**config.mk**
```make
export PLATFORM = sky130hd
export DESIGN_NAME = sensor_serializer_flat
export DESIGN_NICKNAME = d
export VERILOG_FILES = /design/src/rtl/sensor_serializer_if.sv /design/src/rtl/sensor_serializer.sv /design/src/flat_wrapper.sv
export SDC_FILE = /design/constraint.sdc
export NUM_CORES = 1
export LEC_CHECK = 0
export CORE_MARGIN = 10
export CORE_UTILIZATION = 30
export DETAILED_ROUTE_END_ITERATION = 10
export GPL_ROUTABILITY_DRIVEN = 0
export GPL_TIMING_DRIVEN = 0
export PLACE_DENSITY = 0.64
export SLEW_MARGIN = 40
export SYNTH_ARGS = -nofsm -noshare
export SYNTH_HDL_FRONTEND = slang
export SYNTH_SLANG_ARGS = --single-unit
export TNS_END_PERCENT = 1
```
**constraint.sdc**
```tcl
create_clock -name clk -period 1.1 [get_ports clk]
set_input_delay 0.165 -clock clk [delete_from_list [all_inputs] [get_ports clk]]
set_output_delay 0.165 -clock clk [all_outputs]
set_load 0.01 [all_outputs]
```
**src/rtl/sensor_serializer_if.sv**
```systemverilog
// Handshake and serial-line bundle for sensor_serializer.
// The master drives the word/load request; the slave (serializer) drives the link.
interface sensor_serializer_if #(
   parameter int WIDTH = 8
);
   logic [WIDTH-1:0] data_in;
   logic             load;
   logic             ready;
   logic             serial_out;
   logic             frame;
   logic             done;

   modport master (
      output data_in, load,
      input  ready, serial_out, frame, done
   );

   modport slave (
      input  data_in, load,
      output ready, serial_out, frame, done
   );
endinterface

```
**src/rtl/sensor_serializer.sv**
```systemverilog
// MSB-first parallel-to-serial transmitter, one bit per DIV clocks, done pulse at frame end.
// Optional even-parity trailer bit when SENSOR_SERIALIZER_PARITY_EN is defined.
module sensor_serializer #(
   parameter int WIDTH = 8,
   parameter int DIV   = 1
) (
   input logic                clk,
   input logic                rst,
   sensor_serializer_if.slave bus
);

`ifdef SENSOR_SERIALIZER_PARITY_EN
   localparam int N = WIDTH + 1;
`else
   localparam int N = WIDTH;
`endif
   localparam int SR_W  = N;
   localparam int BIT_W = $clog2(N + 1);
   localparam int DIV_W = (DIV > 1) ? $clog2(DIV) : 1;
   localparam logic [BIT_W-1:0] BIT_LAST = BIT_W'(N - 1);
   localparam logic [DIV_W-1:0] DIV_LAST = DIV_W'(DIV - 1);

   typedef enum logic [0:0] {
      IDLE  = 1'b0,
      SHIFT = 1'b1
   } state_t;

`ifdef SENSOR_SERIALIZER_PARITY_EN
   function automatic logic even_parity(input logic [WIDTH-1:0] d);
      return ^d;
   endfunction
`endif

   state_t            state_r, state_s;
   logic [SR_W-1:0]   sreg_r, sreg_s;
   logic [BIT_W-1:0]  bit_cnt_r, bit_cnt_s;
   logic [DIV_W-1:0]  div_cnt_r, div_cnt_s;
   logic              ready_r, ready_s;
   logic              serial_r, serial_s;
   logic              frame_r, frame_s;
   logic              done_r, done_s;

   // Next-state, datapath and next-output computation
   always_comb begin
      state_s   = state_r;
      sreg_s    = sreg_r;
      bit_cnt_s = bit_cnt_r;
      div_cnt_s = div_cnt_r;
      done_s    = 1'b0;
      case (state_r)
         IDLE: begin
            if (bus.load) begin
               state_s   = SHIFT;
`ifdef SENSOR_SERIALIZER_PARITY_EN
               sreg_s    = {bus.data_in, even_parity(bus.data_in)};
`else
               sreg_s    = bus.data_in;
`endif
               bit_cnt_s = {BIT_W{1'b0}};
               div_cnt_s = {DIV_W{1'b0}};
            end else begin
               state_s = IDLE;
            end
         end
         SHIFT: begin
            if (div_cnt_r == DIV_LAST) begin
               div_cnt_s = {DIV_W{1'b0}};
               sreg_s    = {sreg_r[SR_W-2:0], 1'b0};
               bit_cnt_s = bit_cnt_r + BIT_W'(1);
               if (bit_cnt_r == BIT_LAST) begin
                  state_s = IDLE;
                  done_s  = 1'b1;
               end else begin
                  state_s = SHIFT;
               end
            end else begin
               div_cnt_s = div_cnt_r + DIV_W'(1);
            end
         end
         default: begin
            state_s = IDLE;
         end
      endcase
      // Outputs are registered, so derive them from the state being entered
      ready_s  = (state_s == IDLE);
      frame_s  = (state_s == SHIFT);
      serial_s = (state_s == SHIFT) ? sreg_s[SR_W-1] : 1'b0;
   end

   // State, datapath and output registers with synchronous reset
   always_ff @(posedge clk) begin
      if (rst) begin
         state_r   <= IDLE;
         sreg_r    <= {SR_W{1'b0}};
         bit_cnt_r <= {BIT_W{1'b0}};
         div_cnt_r <= {DIV_W{1'b0}};
         ready_r   <= 1'b1;
         serial_r  <= 1'b0;
         frame_r   <= 1'b0;
         done_r    <= 1'b0;
      end else begin
         state_r   <= state_s;
         sreg_r    <= sreg_s;
         bit_cnt_r <= bit_cnt_s;
         div_cnt_r <= div_cnt_s;
         ready_r   <= ready_s;
         serial_r  <= serial_s;
         frame_r   <= frame_s;
         done_r    <= done_s;
      end
   end

   assign bus.ready      = ready_r;
   assign bus.serial_out = serial_r;
   assign bus.frame      = frame_r;
   assign bus.done       = done_r;

endmodule
```
**src/flat_wrapper.sv**
```systemverilog
// flat-port wrapper written by rule: the top's interface ports become plain ports
module sensor_serializer_flat 
#(
   parameter int WIDTH = 8,
   parameter int DIV   = 1
)
  (clk, rst, bus_data_in, bus_load, bus_ready, bus_serial_out, bus_frame, bus_done);
  sensor_serializer_if #(.WIDTH(WIDTH)) bus_i ();
  input logic clk;
  input logic rst;
  input wire logic [$bits(bus_i.data_in)-1:0] bus_data_in;
  input wire logic [$bits(bus_i.load)-1:0] bus_load;
  output wire logic [$bits(bus_i.ready)-1:0] bus_ready;
  output wire logic [$bits(bus_i.serial_out)-1:0] bus_serial_out;
  output wire logic [$bits(bus_i.frame)-1:0] bus_frame;
  output wire logic [$bits(bus_i.done)-1:0] bus_done;
  assign bus_i.data_in = bus_data_in;
  assign bus_i.load = bus_load;
  assign bus_ready = bus_i.ready;
  assign bus_serial_out = bus_i.serial_out;
  assign bus_frame = bus_i.frame;
  assign bus_done = bus_i.done;
  sensor_serializer #(.WIDTH(WIDTH), .DIV(DIV)) u_core (.clk(clk), .rst(rst), .bus(bus_i));
endmodule
```
# ---- Word level (Yosys, flattened, before mapping)
# Index checks and enable logic that the tools add are counted.
dict set report totals {
  regBits 17
}
dict set report op_classes {
  addsub 2
  n_eq_ne 3
  mux 14
  bitwise_logic 2
  reduce_logical 3
}
# op n
set op_table {}
lappend op_table {{$mux 8} 2}
lappend op_table {{$pmux 8 s2} 1}
lappend op_table {{$mux 4} 2}
lappend op_table {{$pmux 4 s2} 1}
lappend op_table {{$mux 1} 6}
lappend op_table {{$add 4x1->4 const B} 1}
lappend op_table {{$eq 4x3->1 const B} 1}
lappend op_table {{$ne 2x2->1 const B} 2}
lappend op_table {{$pmux 1 s2} 2}
lappend op_table {{$reduce_or 3->1} 1}
lappend op_table {{$not 1->1} 2}
lappend op_table {{$reduce_and 2->1} 1}
lappend op_table {{$reduce_or 2->1} 1}
lappend op_table {{$add 1x1->1 const B} 1}

# ---- Depth between registers and ports, before layout
dict set report logic_depth {
  depth_word 6
  ltp_mapped 4
}

# ---- Worst setup path before layout
# OpenSTA, ideal clock, no wires.
dict set report synth_timing {
  kind {reg-to-reg}
  from {register u_core.bit_cnt_r[0]}
  to {register u_core.serial_r (netlist: u_core.bus.serial_out)}
  setup_time_ns 0.064
  arrival_time_ns 1.124
  required_time_ns 1.036
  slack_ns -0.088
  stages_incl_launch_ff 5
  n_path_buf 0
  cell_sequence {dfxtp_1 ha_1 and4b_1 or3_4 nor2_1}
}
dict set report synth_via {
  elab_chain_len 6
}
# element line_no
set synth_rtl {}
lappend synth_rtl {{start, declared} sensor_serializer.sv:36} ;# logic [BIT_W-1:0] bit_cnt_r, bit_cnt_s;
lappend synth_rtl {{start signal, assigned} sensor_serializer.sv:95} ;# bit_cnt_r <= {BIT_W{1'b0}};
lappend synth_rtl {{start signal, assigned} sensor_serializer.sv:104} ;# bit_cnt_r <= bit_cnt_s;
lappend synth_rtl {{$eq 4x3->1} sensor_serializer.sv:70} ;# if (bit_cnt_r == BIT_LAST) begin
lappend synth_rtl {{$mux 1} sensor_serializer.sv:70}
lappend synth_rtl {{$mux 1} sensor_serializer.sv:66} ;# if (div_cnt_r == DIV_LAST) begin
lappend synth_rtl {{$pmux 1 s2} sensor_serializer.sv:50} ;# case (state_r)
lappend synth_rtl {{$not 1->1} --}
lappend synth_rtl {{$reduce_or 2->1 (no source line)} --}
lappend synth_rtl {{end signal, assigned} sensor_serializer.sv:107} ;# serial_r <= serial_s;
lappend synth_rtl {{end, declared} sensor_serializer.sv:39} ;# logic serial_r, serial_s;
# Every way passes these cells.
# A chain may end at the register's enable or synchronous reset.

# ---- Worst setup path after layout
# Same ends and word-level chain as after synthesis.

==> flow_summary_export.csv <==
group,metric,value,unit
clocking,worstSkewPairLatency,280,ps
power,seq_power_share,57.6,%
worst_setup_path,required,1320,ps
cells_and_area,syn2layout_area_growth,31.4,%
worst_hold_path,hold_path_class,"in -> reg",
place,dpl_worst_slack,-279,ps
worst_setup_path,slowest_delay,350,ps
synth,synth_edf_count,0,
power,pwr-share-comb,15.3,%
worst_setup_path,r2r-start,"u_core.bit_cnt_r[0]",
power,p_int,0.836,mW
synth,synthDistinctLibCells,21,
global_route,grt_antenna_before_repair,0,
floorplanning,dieHeight,67.2,µm
place,place_hpwl,935,µm
floorplanning,initial_utilization,30.9,%
power,pwr-share-clk,27.2,%
clocking,numCtsBuffers,3,
floorplanning,dieArea,4520,µm²
sta,worstMarginPinSlew,175,ps
synth,synthesis.area,669,µm²
cells_and_area,fillers,226,
worst_setup_path,rr_worst_depth,4,
clocking,root_buffer,"clkbuf_4",
synth,yosys.area.top_type_share,47.9,%
worst_setup_path,r2r_slack,-60,ps
worst_setup_path,crit_arrival,1380,ps
sta,min_period_over_period,106,%
cells_and_area,final_core_util,40.5,%
power,cellLeakagePower,0.354,nW
route,drtPass1Iterations,3,
flow_run,drv_cap,0,
floorplanning,die_x,67.2,µm
sta,maxSlewViolCount,0,
synth,syn_nets,76,
cells_and_area,fin_nets,94,
clocking,htreeDepth,1,
sta,final_hold_viol_count,0,
power,cellPowerDensity,1230,nW/µm²
worst_setup_path,critPathKind,"reg -> reg",
floorplanning,io_pins,15,
power,swShare,22.9,%
cells_and_area,diodes,0,
global_route,grt_overflow,0,
route,wl_per_cell,11.4,µm
synth,yosys_warnings,0,
synth,synth_area_leader_cell,"dfxtp_1",
global_route,grt_util_met1,6.33,%
global_route,grt_pass1_wl,2170,µm
clocking,cts_sinks,16,
floorplanning,core-area,2170,µm²
synth,async_flop_share,0,%
sta,fmax,0.859,GHz
worst_hold_path,worst_hold_path.endpoint,"u_core.sreg_r[0]",
global_route,first_global_vias,520,
synth,synthTopCellsByArea,"dfxtp_1, mux2i_1, mux2_2, nor2_1, a21oi_1",
sta,skew,3.35,ps
sta,min_period,1160,ps
power,peakVddDrop,589,µV
sta,rsz0062_at_grt,"yes",
synth,ys_seq_elements,16,
clocking,clk_pin_slew,90,ps
global_route,grt_max_degree,11,
sta,relSlewSlack,88.0,%
global_route,track_usage,6.16,%
synth,ys.flop_type,"dfxtp_1",
clocking,clockBufferDepth,2,
sta,fin_hold_ws,298,ps
global_route,busiest_layer,"met2",
worst_setup_path,end_kind,"register",
floorplanning,row_count,17,
worst_hold_path,worstHoldPathCells,3,
worst_hold_path,min-delay-start,"bus_load",
global_route,use_met2,10.3,%
clocking,cts_tree,"built",
route,dr.first_iter.drc_count,7,
outcome,violations,"negative setup slack",
sta,setup_violations,3,
worst_setup_path,crit_slowest_cell,"dfxtp_2",
synth,synth.most_common_cell,"dfxtp_1",
worst_setup_path,crit_start,"u_core.bit_cnt_r[0]",
worst_setup_path,cp_cell_sequence,"ha_4 -> and4b_1 -> or3_4 -> nor2_1",
global_route,grt_use_met3,2.98,%
worst_setup_path,start_kind,"register",
synth,syn_avg_cell_area,10.5,µm²
route,drt.antenna.violating_nets,0,
synth,synth_seq_area_share,47.9,%
clocking,cts_setup_buffers,0,
sta,setup_ws,-64.0,ps
cells_and_area,drive_above_1_share,25.0,%
route,dr_total_vias,493,
route,drc,0,
synth,synthTopCellsByCount,"dfxtp_1, nor2_1, mux2i_1",
worst_setup_path,critPathMaxFanout,3,
outcome,status,"finished with violations",
route,vias_per_cell,4.56,
worst_setup_path,r2r-end,"u_core.bus.serial_out",
route,postRouteWirelength,1230,µm
place,portBuffers,13,
power,power.switching,0.249,mW
synth,synth_cells,64,
-- placed cells by master (no fill, tap or decap), types with 2 or more instances in the layout --
cell type	n
dfxtp_1	13
nor2_1	10
mux2i_1	9
clkdlybuf4s50_1	9
mux2_2	7
a21oi_1	3
clkbuf_4	3
dlygate4sd2_1	3
dfxtp_2	3
buf_6	2
nand3_1	2
inv_1	2
-- what timing repair did --
| action | CTS | global route |
|---|---|---|
| gates resized for setup | 7 | 6 |
| pin swaps | 0 | 0 |
| hold buffers | 0 | 0 |
| setup endpoints to repair | 14 | 15 |
| cloned | 0 | 0 |
| endpoints found under the hold margin | 0 | 0 |
-- registers in the layout (all words and copies together) (netlist names) --
register               count
u_core.bus.ready           1
u_core.bus.serial_out      1
u_core.state_r             1
u_core.sreg_r              8
u_core.bus.done            1
u_core.bit_cnt_r           4
-- kinds of logic after synthesis --
| kind of cell | count (synthesis) | share of synthesized area, % |
|---|---|---|
| DFF | 16 | 47.9 |
| adders and majority gates | 1 | 1.87 |
| and+or+nand+nor | 20 | 15.5 |
| AOI/OAI and AO/OA | 5 | 4.30 |
| muxes | 16 | 25.2 |
| buffers and inverters | 6 | 5.23 |
-- power groups by stage --
stage	Sequential [mW]	Combinational [mW]	Clock [mW]
finish	0.625	0.166	0.295
global placement	0.636	0.164	0
CTS	0.625	0.164	0.314
detailed placement	0.637	0.166	0
global route	0.628	0.182	0.336
floorplan	0.637	0.0996	0
-- critical path, delay by kind of cell (launching register included) --
kind / cells / cell delay [ps]
fa+ha+maj: 1 / 160
flops: 1 / 350
simple gates: 3 / 580
-- worst max-delay path by stage --
stage	end	slack (ps)	cells past startpoint
final	u_core.bus.serial_out	-60	4
after global routing	u_core.bus.serial_out	-100	4
after CTS	u_core.bus.serial_out	-70	4
after detailed placement	u_core.sreg_r[4]	-280	3
after global placement	u_core.sreg_r[3]	-250	3
after floorplan	u_core.bus.serial_out	-10	4
-- layout make-up --
class | count | area [µm²] | share of cell area [%]
Buffer | 4 | 35.0 | 3.98
Clock buffer | 3 | 22.5 | 2.56
Inverter | 2 | 7.51 | 0.853
Multi-Input combinational cell | 42 | 329 | 37.4
Sequential cell | 16 | 324 | 36.8
Tap cell | 28 | 35.0 | 3.98
Timing Repair Buffer | 13 | 126 | 14.4
-- metrics by stage --
step / power, mW / instances / area, µm² / setup TNS (ps)
finish: 1.09 / 108 / 880 / -127
global route: 1.15 / 108 / 880 / -260
CTS: 1.10 / 108 / 870 / -133
detailed placement: 0.803 / 105 / 838 / -3090
global placement: 0.800 / 105 / 838 / -2800
floorplan: 0.737 / 64 / 673 / -18.6
-- layer usage --
layer  share of wire [%]  vias up
met5                   0        -
met4                 1.9        0
met3                 9.0        5
met2                  47       14
met1                  42      221
li1                    -      253
No activity file was read; power rests on OpenSTA's default activity.
